--- config.mk ---
export PLATFORM = sky130hd
export DESIGN_NAME = pwm_dac_flat
export DESIGN_NICKNAME = d
export VERILOG_FILES = /design/src/rtl/pwm_dac_if.sv /design/src/rtl/pwm_dac.sv /design/src/flat_wrapper.sv
export SDC_FILE = /design/constraint.sdc
export NUM_CORES = 1
export LEC_CHECK = 0
export ABC_AREA = 1
export CORE_ASPECT_RATIO = 1.5
export CORE_MARGIN = 5
export CORE_UTILIZATION = 50
export CTS_BUF_LIST = sky130_fd_sc_hd__clkbuf_2 sky130_fd_sc_hd__clkbuf_4 sky130_fd_sc_hd__clkbuf_8
export CTS_CLUSTER_SIZE = 40
export DETAILED_ROUTE_END_ITERATION = 7
export PLACE_DENSITY_LB_ADDON = 0.05
export SYNTH_ARGS = -nofsm -noshare
export SYNTH_HDL_FRONTEND = slang
export SYNTH_SLANG_ARGS = --single-unit
--- constraint.sdc ---
create_clock -name clk -period 3.95 [get_ports clk]
set_input_delay 0.395 -clock clk [delete_from_list [all_inputs] [get_ports clk]]
set_output_delay 0.395 -clock clk [all_outputs]
set_load 0.01 [all_outputs]
--- src/rtl/pwm_dac_if.sv ---
// Handshake and data bundle for pwm_dac.
// Parameters: N (code width), VW (vout_mv width), PCW (period_cnt width).
// Signals:
//   start, din        controller -> DAC (start is sampled only while IDLE)
//   pwm_out           registered PWM output
//   vout_mv           ideal output voltage in mV for the latched code
//   busy, eoc         conversion running / one-cycle completion pulse
//   period_cnt        completed PWM periods in the current run
// Handshake: start is a request that is accepted on a rising clock edge
// only while the DAC is idle (busy=0 and eoc=0). An accepted start raises
// busy on the next cycle. Completion is a single-cycle eoc pulse with busy
// low. A start seen while busy or during eoc is dropped, not queued.
interface pwm_dac_if #(
  parameter int N   = 10,
  parameter int VW  = 16,
  parameter int PCW = 1
);
  logic           start;
  logic [N-1:0]   din;
  logic           pwm_out;
  logic [VW-1:0]  vout_mv;
  logic           busy;
  logic           eoc;
  logic [PCW-1:0] period_cnt;

  modport master (
    output start, din,
    input  pwm_out, vout_mv, busy, eoc, period_cnt
  );

  modport slave (
    input  start, din,
    output pwm_out, vout_mv, busy, eoc, period_cnt
  );
endinterface

--- src/rtl/pwm_dac.sv ---
// PWM DAC: turns an N-bit code into a PWM waveform with duty code/2^N,
// repeated for PERIODS periods per start, and reports the ideal output
// voltage code*reso in mV.
// Ports:
//   clk        rising-edge clock
//   reset      asynchronous active-low reset
//   bus        pwm_dac_if slave modport (start/din in; pwm_out, vout_mv,
//              busy, eoc, period_cnt out)
//   dbg_state  current FSM state (0=IDLE, 1=RUN, 2=DONE)
module pwm_dac #(
  parameter int N       = 10,
  parameter int VREF    = 5000,
  parameter int PERIODS = 1,
  parameter int VW      = 16,
  localparam int PCW    = $clog2(PERIODS + 1)
) (
  input  logic        clk,
  input  logic        reset,
  pwm_dac_if.slave    bus,
  output logic [1:0]  dbg_state
);

  typedef enum logic [1:0] {
    S_IDLE = 2'd0,
    S_RUN  = 2'd1,
    S_DONE = 2'd2
  } state_e;

  localparam int             RESO     = VREF / (1 << N);
  localparam logic [N-1:0]   CNT_MAX  = {N{1'b1}};
  localparam logic [PCW-1:0] PER_LAST = PCW'(PERIODS);

  state_e         state_q, state_d;
  logic [N-1:0]   code_q, code_d;
  logic [N-1:0]   cnt_q, cnt_d;
  logic [PCW-1:0] period_q, period_d;
  logic           pwm_q, pwm_d;
  logic [VW-1:0]  vout_q, vout_d;

  logic [N+31:0]  prod;
  logic [N-1:0]   cnt_inc;
  logic [PCW-1:0] period_inc;

  always_comb begin
    state_d    = state_q;
    code_d     = code_q;
    cnt_d      = cnt_q;
    period_d   = period_q;
    pwm_d      = pwm_q;
    vout_d     = vout_q;
    prod       = (N+32)'(bus.din) * (N+32)'(RESO);
    cnt_inc    = cnt_q + 1'b1;
    period_inc = period_q + 1'b1;

    case (state_q)
      S_IDLE: begin
        if (bus.start) begin
          code_d   = bus.din;
          vout_d   = prod[VW-1:0];
          cnt_d    = '0;
          period_d = '0;
          // pwm_out is registered alongside cnt, so the first RUN cycle
          // (cnt=0) already shows 0 < din.
          pwm_d    = (bus.din != '0);
          state_d  = S_RUN;
        end
      end
      S_RUN: begin
        cnt_d = cnt_inc;
        pwm_d = (cnt_inc < code_q);
        if (cnt_q == CNT_MAX) begin
          period_d = period_inc;
          if (period_inc == PER_LAST) begin
            pwm_d   = 1'b0;
            state_d = S_DONE;
          end
        end
      end
      S_DONE: begin
        pwm_d   = 1'b0;
        state_d = S_IDLE;
      end
      default: begin
        pwm_d   = 1'b0;
        state_d = S_IDLE;
      end
    endcase
  end

  always_ff @(posedge clk or negedge reset) begin
    if (!reset) begin
      state_q  <= S_IDLE;
      code_q   <= '0;
      cnt_q    <= '0;
      period_q <= '0;
      pwm_q    <= 1'b0;
      vout_q   <= '0;
    end else begin
      state_q  <= state_d;
      code_q   <= code_d;
      cnt_q    <= cnt_d;
      period_q <= period_d;
      pwm_q    <= pwm_d;
      vout_q   <= vout_d;
    end
  end

  // busy and eoc decode straight from the state register, so they can
  // never be high together.
  assign bus.pwm_out    = pwm_q;
  assign bus.vout_mv    = vout_q;
  assign bus.busy       = (state_q == S_RUN);
  assign bus.eoc        = (state_q == S_DONE);
  assign bus.period_cnt = period_q;
  assign dbg_state      = state_q;

endmodule

--- src/flat_wrapper.sv ---
// flat-port wrapper written by rule: the top's interface ports become plain ports
module pwm_dac_flat 
#(
  parameter int N       = 10,
  parameter int VREF    = 5000,
  parameter int PERIODS = 1,
  parameter int VW      = 16,
  localparam int PCW    = $clog2(PERIODS + 1)
)
  (clk, reset, dbg_state, bus_start, bus_din, bus_pwm_out, bus_vout_mv, bus_busy, bus_eoc, bus_period_cnt);
  pwm_dac_if #(.N(N), .VW(VW), .PCW(1)) bus_i ();
  input  logic clk;
  input  logic reset;
  output logic [1:0] dbg_state;
  input wire logic [$bits(bus_i.start)-1:0] bus_start;
  input wire logic [$bits(bus_i.din)-1:0] bus_din;
  output wire logic [$bits(bus_i.pwm_out)-1:0] bus_pwm_out;
  output wire logic [$bits(bus_i.vout_mv)-1:0] bus_vout_mv;
  output wire logic [$bits(bus_i.busy)-1:0] bus_busy;
  output wire logic [$bits(bus_i.eoc)-1:0] bus_eoc;
  output wire logic [$bits(bus_i.period_cnt)-1:0] bus_period_cnt;
  assign bus_i.start = bus_start;
  assign bus_i.din = bus_din;
  assign bus_pwm_out = bus_i.pwm_out;
  assign bus_vout_mv = bus_i.vout_mv;
  assign bus_busy = bus_i.busy;
  assign bus_eoc = bus_i.eoc;
  assign bus_period_cnt = bus_i.period_cnt;
  pwm_dac #(.N(N), .VREF(VREF), .PERIODS(PERIODS), .VW(VW)) u_core (.clk(clk), .reset(reset), .bus(bus_i), .dbg_state(dbg_state));
endmodule
* After elaboration in Yosys (flattened, before gate mapping)
Index checks and enable logic that the tools add are counted.
** Word-level totals
- Bits of input ports :: 13
- Logic and storage cells :: 34
- Flip-flop bits (word level) :: 24
** Cells by class
- Reduce and logical (&&, ||, !) cells :: 7
- Order comparisons :: 1
- Eq/ne operators :: 6
- Add/sub/neg operators :: 2
- Muxes and demuxes :: 13
** Operators with widths (count)
- $pmux W10 S2 :: 1
- $add A10 B1 Y10 const B :: 1
- $eq A10 B10 Y1 const B :: 1
- $lt A10 B10 Y1 :: 1
- $mux W10 :: 1
- $reduce_bool A10 Y1 :: 1
- $mux W2 :: 3
- $reduce_and A3 Y1 :: 2
- $mux W1 :: 5
- $ne A2 B1 Y1 const B :: 2
- $pmux W1 S2 :: 2
- $pmux W2 S2 :: 1
- $reduce_and A2 Y1 :: 2
- $eq A2 B1 Y1 const B :: 1
- $eq A2 B2 Y1 const B :: 1
- $logic_not A2 Y1 :: 1
- $ne A2 B2 Y1 const B :: 1
- $reduce_bool A2 Y1 :: 1
- $add A1 B1 Y1 const B :: 1

* Depth between registers and ports, before layout
Gate-level depths: netlist (run 1).
- Depth after elaboration :: 5
- Mapped depth :: 16
- Depth with buffers taken out :: 16

* Worst setup path before layout (run 1)
Ideal clock, no wire load.
- Path kind :: register to register
- From :: reg u_core.cnt_q[0]
- To :: reg u_core.pwm_q (netlist: u_core.bus.pwm_out)
- Stages on the path, launching flop included :: 14
- Arrival time :: 1767 ps
- Path buffers :: 0
- Path slack :: 2066 ps
- Setup time :: 117 ps
- Period minus slack after synthesis :: 1884 ps
- Cells stage by stage :: dfrtp_1 ha_1 nand2_1 nor2_4 nand3_1 xor2_1 ha_1 nand2_1 nor2_1 nand3_1 nand3_1 o21bai_1 nand2_1 nand2_1
** On the way
- Cells in the longest elaborated chain, start to end :: 5
- Elaborated cells between the ends (all ways) :: 6
- Those cells by class :: 1 x add/sub; 1 x order compare; 1 x eq/ne; 3 x mux
** Ends and longest elaborated chain
- from (decl) :: RTL line pwm_dac.sv:35 : logic [N-1:0] cnt_q, cnt_d;
- from (signal assigned) :: RTL line pwm_dac.sv:101 : cnt_q <= cnt_d;
- $add A10 B1 Y10 :: RTL line pwm_dac.sv:52 : cnt_inc = cnt_q + 1'b1;
- $lt A10 B10 Y1 :: RTL line pwm_dac.sv:70 : pwm_d = (cnt_inc < code_q);
- $mux W1 :: RTL line pwm_dac.sv:73 : if (period_inc == PER_LAST) begin
- $mux W1 * :: RTL line pwm_dac.sv:71 : if (cnt_q == CNT_MAX) begin
- $pmux W1 S2 * :: RTL line pwm_dac.sv:55 : case (state_q)
- to (signal assigned) :: RTL line pwm_dac.sv:103 : pwm_q <= pwm_d;
- to (decl) :: RTL line pwm_dac.sv:37 : logic pwm_q, pwm_d;
Mark *: on every way between the ends. The rest lies on a longest branch, timed or not.
A chain may end at the register's enable or synchronous reset.

* Worst setup path in the final report (run 1)
- From :: reg u_core.state_q[1] (netlist: u_core.dbg_state[1])
- To :: out bus_busy
** On the way
- Cells in the longest elaborated chain, start to end :: 1
** Ends and longest elaborated chain
- from (decl) :: RTL line pwm_dac.sv:33 : state_e state_q, state_d;
- from (signal assigned) :: RTL line pwm_dac.sv:99 : state_q <= state_d;
- $eq A2 B1 Y1 :: RTL line pwm_dac.sv:112 : assign bus.busy = (state_q == S_RUN);
- to (decl) :: RTL line flat_wrapper.sv:19 : output wire logic [$bits(bus_i.busy)-1:0] bus_busy;
Every way passes these cells.

==> summary.txt, run 1 <==
Worst setup path
  • Critical Path Sink: bus_busy
  • Slowest stage cell on the critical path: clkdlybuf4s50_1
  • R2R Path End: u_core.bus.pwm_out
  • Delay-heaviest family, CP: buffers and inverters
  • Worst-path fanout max: 11
  • Data required, critical path: about 3.6 ns
  • Setup crit start: u_core.dbg_state[1]
  • R2R cell count: 15
  • CP Class: flop to primary output
  • Critical Path Max Stage Delay: 0.56 ns
  • Crit path capture type: primary output
  • Buffer and inverter count on the worst path: 3
  • CP cell instances: inv_1, nand2_1, inv_2, clkdlybuf4s50_1
  • Data arrival, critical path: roughly 1.8 ns
  • Stages on worst setup path: 4
  • Critical path startpoint category: flop
  • R2R Path Start: u_core.cnt_q[0]
  • Flop-to-flop setup slack: between 1.5 and 2 ns

Clock network
  • Clock-pin slew on the worst setup and hold paths: 0.08 ns
  • CTS H-tree depth: 1
  • # clock sinks: 24
  • Post-cts sizing count: 0
  • Post-CTS Hold Fix Bufs: 0
  • CTS Buf Count: 3
  • CTS tree: built
  • Clock Tree Buf Depth: 2
  • Worst-skew pair later-pin latency: 0.26 ns
  • CTS root buf: clkbuf_8
  • Post-CTS Repair Setup Buffers: 0

Route
  • DRT Wirelength: roughly 3100 um
  • Vias: 1248
  • Drt drc: 0
  • Final ANT Viol Nets: 0
  • Via density: ~4.8
  • 1st-pass router iterations: 4
  • Initial DRC Count: 9
  • WL per Instance: about 12 um

Logic synthesis
  • Register bit total from synthesis: 24
  • EDFF count, synth: 0
  • Mapped Avg Cell Area: 7.637 um2
  • Cells after synthesis: approximately 190
  • YS warnings: 0
  • Yosys cell types: 26
  • Seq/Total Area, Yosys: between 40% and 50%
  • Fraction of registers with async set/reset: 100.0%
  • Post-Syn Area: roughly 1500 um2
  • Ys flop type: dfrtp_1

Global routing
  • First-pass GRT wire length: ~5400 um
  • Total GRT Usage: between 15 and 20%
  • Largest net degree at the start of global routing: 25
  • Vias in the first global route: 1295
  • Initial antenna violation count: 0
  • Total gr overflow: 0

STA
  • Fin. max-slew vios: 0
  • RSZ-0062 raised after global routing: no
  • Rel. slew slack: 26.03%
  • Final worst setup slack: 1.752 ns
  • Fmax: about 0.46 GHz
  • Sum Neg Setup Slack: 0 ns
  • Slew @ Worst Pin: about 1.1 ns
  • Final setup fails: 0
  • Fin crit period: roughly 2.2 ns
  • Clock Skew: between 0.003 and 0.004 ns
  • Final Hold Fails: 0
  • Period utilization: 55.63%

Floorplan
  • Site row count: 24
  • I/O pins: 35
  • Die height: ~76 um
  • CORE AREA: ~2900 um2
  • Initial core utilization: around 51%
  • Die Area: 4156 um2
  • Chip width: between 50 and 60 um

Placement
  • HPWL Detailed: approximately 2500 um
  • PortBufs: 28
  • Pre-CTS setup slack: 1.795 ns
  • Gpl congestion: just under 0.8

Final layout
  • Fillers: between 200 and 300
  • Nets: 246
  • Antenna diodes: 0
  • Area delta synth->final: 22.50%
  • Sequential Area: between 600 and 700 um2
  • Share of cells above drive strength 1: under 10%
  • Multi-input gate area in the final layout: 695.7 um2

Power and ir drop
  • IR drop worst, VDD: about 210 uV
  • Overall Power: 0.0004099 W
  • Leak: about 0.94 nW
  • P per Cell Area: approximately 230 nW/um2

Worst hold path
  • Tightest Hold Check Type: flop to flop

Run
  • Max-cap viol count: 0

Outcome
  • Status: complete, no violations
## cells in the mapped netlist (2+ instances only)
cell	count	area (um2)
nor2_2	2	12.51
nor3_1	3	15.01
dfrtp_1	24	600.6
inv_1	36	135.1
nor2_1	14	52.55
xor2_1	5	43.79
nand2_2	2	12.51
nand3_1	8	40.04
o21ai_0	10	50.05
ha_1	10	125.1
o22ai_1	5	31.28
a22o_1	2	17.52
buf_4	7	52.55
a21oi_1	3	15.01
nand2_1	51	191.4
## through the flow
step | instance area (um2) | utilization, % | hold WS, ns | instances
detailed placement | 1764 | 61.20 | 0.4783 | 257
global placement | 1764 | 61.20 | 0.4782 | 257
finish | 1805 | 62.63 | 0.4927 | 260
floorplan | 1493 | - | 0.09941 | 198
global route | 1805 | 62.63 | 0.5410 | 260
CTS | 1805 | 62.63 | 0.4985 | 260
## cells by family (layout without fill, tap and decap cells)
group | count (synthesis) | in the layout | share of synthesized area [%]
simple gates | 85 | 85 | 25.04
compound gates | 23 | 23 | 9.168
fa+ha+maj | 10 | 10 | 8.489
flops | 24 | 24 | 40.75
other cells | 1 | 6 | 0.2544
buf+inv | 45 | 68 | 13.33
xor+xnor | 5 | 5 | 2.971
## final cells by class
class / instances / area share, %
timing repair buffer: 28 / 15.52
multi-input combinational: 129 / 38.53
clock buffer: 3 / 2.287
inverter: 37 / 7.692
tap: 39 / 2.703
sequential: 24 / 33.26
## flip-flops by register name, summed over array words and instances, names as in the netlist
register               count
u_core.cnt_q              10
u_core.code_q             10
u_core.dbg_state           2
u_core.bus.period_cnt      1
u_core.bus.pwm_out         1
## worst min path at each step
| stage | slack [ns] | end | cells past startpoint | start |
|---|---|---|---|---|
| 3_5_place_dp | 0.48 | u_core.bus.pwm_out | 2 | u_core.bus.pwm_out |
| 2_1_floorplan | 0.1 | u_core.bus.period_cnt | 0 | reset |
| 6_report | 0.49 | u_core.bus.pwm_out | 2 | u_core.bus.pwm_out |
| 4_1_cts | 0.50 | u_core.bus.pwm_out | 2 | u_core.bus.pwm_out |
| 3_3_place_gp | 0.48 | u_core.bus.pwm_out | 2 | u_core.bus.pwm_out |
| 5_1_grt | 0.54 | u_core.bus.pwm_out | 2 | u_core.bus.pwm_out |
## power breakdown
group | leakage [nW] | internal [W] | switching (W)
registers | 0.273 | 0.000245 | 0
logic | 0.642 | 0.0000111 | 0.0000112
clock network | 0.0216 | 0.0000681 | 0.0000741
total | 0.937 | 0.000325 | 0.0000853
## placed cells by master, fill, tap and decap left out, types with 3 or more instances in the layout
cell,count
o22ai_1,5
nand2_1,51
o21ai_0,10
dfrtp_1,24
clkbuf_8,3
xor2_1,5
a21oi_1,3
nor3_1,3
nand3_1,8
inv_1,36
clkdlybuf4s50_1,28
nor2_1,14
ha_1,10
conb_1,6
## per-layer routing
layer | GRT usage [%] | up-vias | part of all wire (%)
li1 | - | 639 | -
met1 | 20.69 | 581 | 42
met2 | 29.26 | 24 | 53
met3 | 3.327 | 4 | 3.7
met4 | 6.234 | 0 | 1.3
met5 | 0 | - | 0
## worst register-to-register path, cell delays in order, from the launching register on
cell	delay, ns
dfrtp_1	0.46
ha_1	0.22
nand2_1	0.10
nor2_4	0.16
xor2_1	0.24
inv_1	0.07
ha_1	0.27
nand2_1	0.08
inv_1	0.04
nand2_1	0.06
nand2_1	0.06
nand2_1	0.06
nand3_1	0.06
o21bai_1	0.12
nand2_1	0.06
nand2_1	0.05
No activity file was read; power rests on OpenSTA's default activity.
==> run 2: changes to the inputs <==
CORE_UTILIZATION = 46   (was 50)
clock period = 2 ns   (was 3.95 ns; I/O delays follow)
==> run 2 against run 1 <==
  * The run now ends with setup timing left
  * Non-clock buffer count increased by 13
  * Setup slack got worse by 1.8 ns
  * First-iteration DRC count increased by 110%
  * Largest cell class unchanged
  * Clock-buffer cell count increased by 1
  * Global-route usage decreased by 0.96 points
  * Critical path type is now flop to flop
  * Routed wire length increased by 12%
  * Flip-flop and latch count unchanged
  * Clock power increased by 130%
  * Clock skew about the same
  * Register-to-register slack got worse by 1.9 ns
==> summary.txt, run 2 (synthesis gave the netlist of run 1 again) <==
Placement
  • Gpl congestion: around 0.77
  • Cells after DPL: around 270
  • HPWL Detailed: 2755 um
  • PortBufs: 28

Route
  • Vias: 1327
  • 1st-pass router iterations: 5
  • Via density: about 4.8
  • Final ANT Viol Nets: 0
  • Drt drc: 0
  • Initial DRC Count: 19
  • WL per Instance: ~13 um
  • DRT Wirelength: roughly 3500 um

Run
  • Max-cap viol count: 0

STA
  • RSZ-0062 raised after global routing: yes
  • Final setup fails: 1
  • Clock Skew: 0.003169 ns
  • Fin. max-slew vios: 0
  • Fmax: 0.4824 GHz
  • Period utilization: 103.6%
  • Fin crit period: 2.073 ns
  • Final worst setup slack: -0.07296 ns
  • WHS: 0.2888 ns
  • Final Hold Fails: 0
  • Sum Neg Setup Slack: -0.07296 ns

Power and ir drop
  • Psw: 0.0001782 W
  • Int Power: approximately 0.00068 W
  • IR drop worst, VDD: roughly 280 uV
  • Part of the power in registers: approximately 56%
  • Combinational power share: under 10%
  • Sw frac: about 21%
  • P per Cell Area: approximately 440 nW/um2
  • Clk network pwr share: 38.5%
  • Overall Power: between 0.0008 and 0.0009 W
  • Leak: ~1 nW

Final layout
  • Area delta synth->final: 32.85%
  • Share of cells above drive strength 1: around 16%
  • Nets: between 200 and 300
  • Antenna diodes: 0
  • Fillers: 296
  • Final non-filler cell total: between 200 and 300
  • Most frequent cells in the layout: 46 x nand2_1, 36 x inv_1, 28 x clkdlybuf4s50_1, 24 x dfrtp_1
  • Leading cell type in the layout, fill and taps excluded: nand2_1

Worst setup path
  • Crit path capture type: flop
  • R2R cell count: 13
  • R2R Path Start: u_core.cnt_q[1]
  • Most frequent CP cell: nand2_1
  • Critical path startpoint category: flop
  • Slowest stage cell on the critical path: dfrtp_1
  • R2R Path End: u_core.bus.pwm_out
  • Data arrival, critical path: ~2.3 ns
  • Data required, critical path: around 2.2 ns
  • CP Class: flop to flop
  • Flop-to-flop setup slack: -0.07 ns
  • Critical Path Max Stage Delay: 0.42 ns
  • Worst-path fanout max: 5
  • CP cell instances: ha_2, nand2_2, nor2_4, nand3_2, xor2_1, ha_1, nand2_1, nor2_2, nand3_1, nand3_1, o21bai_1, nand2_1, nand2_1

Floorplan
  • Chip width: about 56 um
  • CORE AREA: ~3100 um2
  • Die Area: ~4500 um2
  • Initial core utilization: between 40% and 50%
  • I/O pins: 35
  • Site row count: 25
  • Die height: 79.33 um

Global routing
  • Total GRT Usage: about 16%
  • Total gr overflow: 0
  • Vias in the first global route: approximately 1400
  • First-pass GRT wire length: between 5000 and 6000 um
  • Initial antenna violation count: 0
  • Largest net degree at the start of global routing: 25

Clock network
  • Clock-pin slew on the worst setup and hold paths: 0.09 ns
  • CTS Buf Count: 3
  • CTS H-tree depth: 1
  • CTS tree: built
  • Post-CTS Hold Fix Bufs: 0
  • CTS root buf: clkbuf_8
  • Clock Tree Buf Depth: 2
  • # clock sinks: 24
  • Worst-skew pair later-pin latency: 0.27 ns

Outcome
  • Failing checks: setup timing
  • Status: finished, violations left

Worst hold path
  • Tightest Hold Check Type: input pin to asynchronous set/reset pin
[run 2: changes by cell type in the layout (fill, tap and decap cells not counted), moves of 2 or more]
| cell | before | now |
|---|---|---|
| nand3_1 | 8 | 6 |
| nand3_2 | 1 | 3 |
| buf_4 | 0 | 13 |
| nand2_1 | 51 | 46 |
| nand2_2 | 2 | 7 |
[run 2: worst max-delay path by stage]
| stage | slack (ns) | cells past startpoint | start | to |
|---|---|---|---|---|
| 5_1_grt | -0.20 | 13 | u_core.cnt_q[4] | u_core.bus.pwm_out |
| 3_3_place_gp | 0.02 | 13 | u_core.cnt_q[1] | u_core.bus.pwm_out |
| 6_report | -0.07 | 13 | u_core.cnt_q[1] | u_core.bus.pwm_out |
| 4_1_cts | -0.06 | 15 | u_core.cnt_q[1] | u_core.bus.pwm_out |
| 3_5_place_dp | -0.07 | 13 | u_core.cnt_q[1] | u_core.bus.pwm_out |
| 2_1_floorplan | 0.12 | 13 | u_core.cnt_q[0] | u_core.bus.pwm_out |
[run 2: per-stage QoR]
stage	area, um2	setup WS [ns]	util [%]
floorplan	1493	0.1164	-
global placement	1841	0.02112	58.84
detailed placement	1841	-0.06869	58.84
CTS	1921	-0.06406	61.40
global route	1958	-0.2011	62.60
finish	1958	-0.07296	62.60
[run 2: critical path: cells and delay by family (launching register included)]
family | cells | cell delay [ns]
XOR/XNOR | 1 | 0.23
adder cells (fa/ha/maj) | 2 | 0.49
AND/OR/NAND/NOR | 9 | 0.76
AO/OA/AOI/OAI | 1 | 0.12
flip-flops | 1 | 0.42
[run 2: metal layers]
metal	global-route usage (%)	share of wire [%]
met1	17.60	40
met2	31.50	56
met3	2.276	3.5
met4	6.176	0.97
met5	0	0
[run 2: power groups by stage]
stage / Clock (W) / Combinational [W] / Sequential [W]
global route: 0.000369 / 0.0000502 / 0.000485
CTS: 0.000342 / 0.0000463 / 0.000485
detailed placement: 0 / 0.0000463 / 0.000494
floorplan: 0 / 0.0000168 / 0.000495
global placement: 0 / 0.0000453 / 0.000494
finish: 0.000332 / 0.0000453 / 0.000485
[run 2: what timing repair did]
item | CTS | global route
setup buffers | 2 | 1
pin swaps | 4 | 4
gates cloned | 0 | 0
setup endpoints to repair | 1 | 1
gates resized for setup | 3 | 8
[run 2: area by class of cell]
type | count | area (um2) | area share (%)
multi-input cells | 129 | 735.7 | 37.57
flip-flops and latches | 24 | 600.6 | 30.67
repair buffers | 41 | 377.9 | 19.30
inverters | 37 | 138.9 | 7.093
clock buffers | 4 | 55.05 | 2.811
well taps | 40 | 50.05 | 2.556
